==> config.mk <==
export PLATFORM = sky130hd
export DESIGN_NAME = mem_arbiter
export DESIGN_NICKNAME = d
export VERILOG_FILES = /design/src/rtl/mem_arbiter.sv
export SDC_FILE = /design/constraint.sdc
export NUM_CORES = 1
export LEC_CHECK = 0
export CAP_MARGIN = 15
export CORE_AREA = 2 2 117 119
export CTS_CLUSTER_SIZE = 12
export DETAILED_ROUTE_END_ITERATION = 10
export DIE_AREA = 0 0 119 121
export PLACE_DENSITY = 0.79
export SYNTH_ARGS = -nofsm -noshare
export SYNTH_HDL_FRONTEND = slang
export SYNTH_SLANG_ARGS = --single-unit
==> constraint.sdc <==
create_clock -name clk -period 9.34 [get_ports clk]
set_clock_uncertainty 0.2 [all_clocks]
set_input_delay 1.868 -clock clk [delete_from_list [all_inputs] [get_ports clk]]
set_output_delay 1.868 -clock clk [all_outputs]
set_load 0.03 [all_outputs]
==> src/rtl/mem_arbiter.sv <==
// Two-requester memory arbiter: grants the shared word memory to fetch or load/store,
// round-robin on conflict, and returns registered one-cycle completions.
module mem_arbiter #(
  parameter int unsigned WIDTH = 32
) (
  input  logic             clk,
  input  logic             rst,
  input  logic             i_req,
  input  logic [WIDTH-1:0] i_addr,
  output logic [WIDTH-1:0] i_rdata,
  output logic             i_done,
  input  logic             d_req,
  input  logic [WIDTH-1:0] d_addr,
  input  logic [WIDTH-1:0] d_wdata,
  input  logic             d_wstrobe,
  output logic [WIDTH-1:0] d_rdata,
  output logic             d_done,
  output logic [WIDTH-1:0] mem_addr,
  output logic [WIDTH-1:0] mem_wdata,
  output logic             mem_wstrobe,
  input  logic [WIDTH-1:0] mem_rdata,
  input  logic             mem_done,
  output logic             busy
);

  typedef enum logic [1:0] {
    IDLE    = 2'd0,
    GRANT_I = 2'd1,
    GRANT_D = 2'd2
  } state_e;

  state_e           state_q, state_d;
  logic             last_d_q, last_d_d;   // 1: data path won the most recent grant
  logic [WIDTH-1:0] addr_q, addr_d;
  logic [WIDTH-1:0] wdata_q, wdata_d;
  logic             wstrobe_q, wstrobe_d;
  logic             busy_q, busy_d;
  logic             i_done_q, i_done_d;
  logic             d_done_q, d_done_d;
  logic [WIDTH-1:0] i_rdata_q, i_rdata_d;
  logic [WIDTH-1:0] d_rdata_q, d_rdata_d;
  logic             grant_i, grant_d;

  // Next-state, payload capture and completion logic
  always_comb begin
    state_d   = state_q;
    last_d_d  = last_d_q;
    addr_d    = addr_q;
    wdata_d   = wdata_q;
    wstrobe_d = wstrobe_q;
    busy_d    = busy_q;
    i_done_d  = 1'b0;
    d_done_d  = 1'b0;
    i_rdata_d = i_rdata_q;
    d_rdata_d = d_rdata_q;
    grant_i   = 1'b0;
    grant_d   = 1'b0;

    unique case (state_q)
      IDLE: begin
        // On a tie the requester that did not win last time gets the memory
        grant_i = i_req && (!d_req || last_d_q);
        grant_d = d_req && (!i_req || !last_d_q);
        if (grant_i) begin
          state_d   = GRANT_I;
          last_d_d  = 1'b0;
          addr_d    = i_addr;
          wstrobe_d = 1'b0;
          busy_d    = 1'b1;
        end else if (grant_d) begin
          state_d   = GRANT_D;
          last_d_d  = 1'b1;
          addr_d    = d_addr;
          wdata_d   = d_wdata;
          wstrobe_d = d_wstrobe;
          busy_d    = 1'b1;
        end
      end
      GRANT_I: begin
        if (mem_done) begin
          state_d   = IDLE;
          i_rdata_d = mem_rdata;
          i_done_d  = 1'b1;
          wstrobe_d = 1'b0;
          busy_d    = 1'b0;
        end
      end
      GRANT_D: begin
        if (mem_done) begin
          state_d   = IDLE;
          d_rdata_d = mem_rdata;
          d_done_d  = 1'b1;
          wstrobe_d = 1'b0;
          busy_d    = 1'b0;
        end
      end
      default: begin
        state_d   = IDLE;
        wstrobe_d = 1'b0;
        busy_d    = 1'b0;
      end
    endcase
  end

  // State and output registers; reset abandons any access in flight
  always_ff @(posedge clk or posedge rst) begin
    if (rst) begin
      state_q   <= IDLE;
      last_d_q  <= 1'b1;
      addr_q    <= '0;
      wdata_q   <= '0;
      wstrobe_q <= 1'b0;
      busy_q    <= 1'b0;
      i_done_q  <= 1'b0;
      d_done_q  <= 1'b0;
      i_rdata_q <= '0;
      d_rdata_q <= '0;
    end else begin
      state_q   <= state_d;
      last_d_q  <= last_d_d;
      addr_q    <= addr_d;
      wdata_q   <= wdata_d;
      wstrobe_q <= wstrobe_d;
      busy_q    <= busy_d;
      i_done_q  <= i_done_d;
      d_done_q  <= d_done_d;
      i_rdata_q <= i_rdata_d;
      d_rdata_q <= d_rdata_d;
    end
  end

  assign mem_addr    = addr_q;
  assign mem_wdata   = wdata_q;
  assign mem_wstrobe = wstrobe_q;
  assign busy        = busy_q;
  assign i_done      = i_done_q;
  assign d_done      = d_done_q;
  assign i_rdata     = i_rdata_q;
  assign d_rdata     = d_rdata_q;

endmodule
==> reports/metrics.yaml <==
synth_top_cell_by_area: "dfrtp_1"
cts.clk_slew.worst_paths_ns: 0.06
syn_inst: 425
grt_pass1_vias: 4664
tightest_slew_ns: 0.867
final_util_pct: 68.4
cp.required_ns: 9.43
grt-ovfl-total: 0
synth_fa_ha_area_share_pct: 0.667
clock_sinks: 135
clk_path_buf_depth: 2
core_region_area_um2: 13100
final_common_cell: "clkdlybuf4s50_1"
multi_input_area_um2: 2040
grt_start_max_net_pins: 71
grt_usage_pct: 22.3
rows: 42
final.min_clock_period_ns: 3.75
root_buffer: "clkbuf_16"
gp_congestion: 0.753
die_y_um: 121
synthMuxAreaShare_pct: 21.2
portBuffers: 265
nNetsFinal: 818
dp.final_hpwl_mm: 11.0
cp_max_fo: 39
place_area_um2: 8340
cts.htree.levels: 4
clkLatencyLatePin_ns: 0.40
syn2layout_area_growth_pct: 59.0
hold_viol_final: 0
leakagePower_nw: 3.79
rsz0062_at_grt: "no"
crit_type: "input port to register"
fmax_ghz: 0.267
crit_path_end_kind: "register"
cts_buffers: 17
cts_tree: "built"
netlist_area_um2: 5630
synth_top_area_share_pct: 59.6
start_kind: "input port"
start_util_pct: 43.0
yosys_register_bits: 135
final_cell_mix: "clkdlybuf4s50_1 (265), dfrtp_1 (134), mux2_2 (66)"
yosys_warnings: 0
vias: 4548
io_pins: 266
wire_per_inst_um: 18.1
p_total_mw: 3.57
vdd_ir_drop_max_v: 0.000167
max-cap-violations: 0
cts_resized: 0
drt-pass1-iter-count: 4
vias_per_cell: 5.23
finalInstanceArea_um2: 8950
post_cts_buffers: 0
detail-route-antenna-nets: 0
synth_top_family_by_area: "multiplexers"
slew_headroom_pct: 42.2
synth-compound-area-share_pct: 10.7
finalMaxSlewViolations: 0
synth_cell_types: 26
drt_wl_total_mm: 15.8
synth_xor_area_share_pct: 0
synth_area_leaders: "dfrtp_1 (60%), mux2_2 (13%), mux2_4 (8.0%)"
fin_crit_sh_pct: 40.1
hold_class: "register to register"
antenna_cells: 0
grt_antenna_before_repair: 0
nFillCells: 927
finalSetupViolCount: 0
setup-tns-final_ns: 0
die_x_um: 119
synthSimpleGateAreaFrac_pct: 3.67
drive_gt1_share_pct: 19.9
worst_hold_slack_ns: 0.303
grt_first_pass_wirelength_mm: 24.8
status: "completed"
syn_area_per_cell_um2: 13.2
seqCellArea_um2: 3380
synth_fp_nets: 562
drc: 0
initialDrtViolationCount: 241
dieArea_um2: 14400
ys_seq_area_share_pct: 60.1
power.density_nw_per_um2: 399
worst_ep_arrival_time_ns: 3.84
holdBufCountCts: 0
==> metal layers <==
layer  global-route usage, %  up-vias  share of wire [%]
met2                    37.9      232                 51
met4                    9.97        0                2.9
met5                       0        -                  0
met3                    6.58       34                7.4
li1                        -     2025                  -
met1                    26.2     2257                 39
==> flip-flops by register name, indices dropped and copies added (netlist names) <==
register,flops
state_q,2
d_rdata,32
mem_addr,32
i_done,1
mem_wdata,32
last_d_q,1
d_done,1
busy,1
i_rdata,32
mem_wstrobe,1
==> synth_stat cells, drive strengths merged <==
library cell and instances:
dfrtp 134, mux2 96, a21oi 36, o21ai 36
a31oi 34, nor2 34, buf 28, inv 7
nand2 4, clkbuf 3, ha 3, nand2b 2
nor2b 2, and2b 1, dfstp 1, nand3 1
nand4 1, o21a 1, o22a 1
==> report_power, final <==
part / total (mW) / leakage (nW) / internal [mW] / switching, mW
clock network: 0.663 / 0.300 / 0.427 / 0.236
logic: 1.86 / 1.91 / 0.852 / 1.01
registers: 1.05 / 1.59 / 0.884 / 0.162
total: 3.57 / 3.79 / 2.16 / 1.41
==> metrics by stage <==
stage | cells | worst slack (ns)
after CTS | 869 | 5.46
after global routing | 870 | 5.46
after detailed placement | 837 | 5.01
after global placement | 837 | 5.14
final | 870 | 5.59
after floorplan | 425 | 3.66
==> cell type report <==
class | instances | area share (%)
flip-flops and latches | 135 | 37.8
repair buffers | 268 | 30.0
multi-input cells | 252 | 22.8
clock buffers | 24 | 5.61
well taps | 176 | 2.46
clock inverters | 8 | 1.05
inverters | 7 | 0.322
==> cell families after synthesis <==
kind of cell | Yosys count
adders and majority gates | 3
DFF | 135
buffers and inverters | 38
AOI/OAI and AO/OA | 108
muxes | 96
and+or+nand+nor | 45
==> worst max-delay path, stage by stage <==
cell             delay, ns
clkdlybuf4s50_1       0.45
buf_4                 0.41
nand2_1               0.18
nand3_4               0.51
mux2_2                0.40
==> worst paths after layout <==
kind                       slack (ns)        start            end  cells after the start
max                              5.59        i_req  mem_wdata[30]                      5
min                              0.30  d_rdata[29]    d_rdata[29]                      1
max reg2reg                      6.99   state_q[0]   mem_wdata[5]                      4
min reg2reg                      0.30  d_rdata[29]    d_rdata[29]                      1
max in group asynchronous        5.79          rst    d_rdata[15]                      3
min in group asynchronous        1.78          rst  mem_wdata[30]                      2
Note: power is estimated with default switching activity, not from simulation.
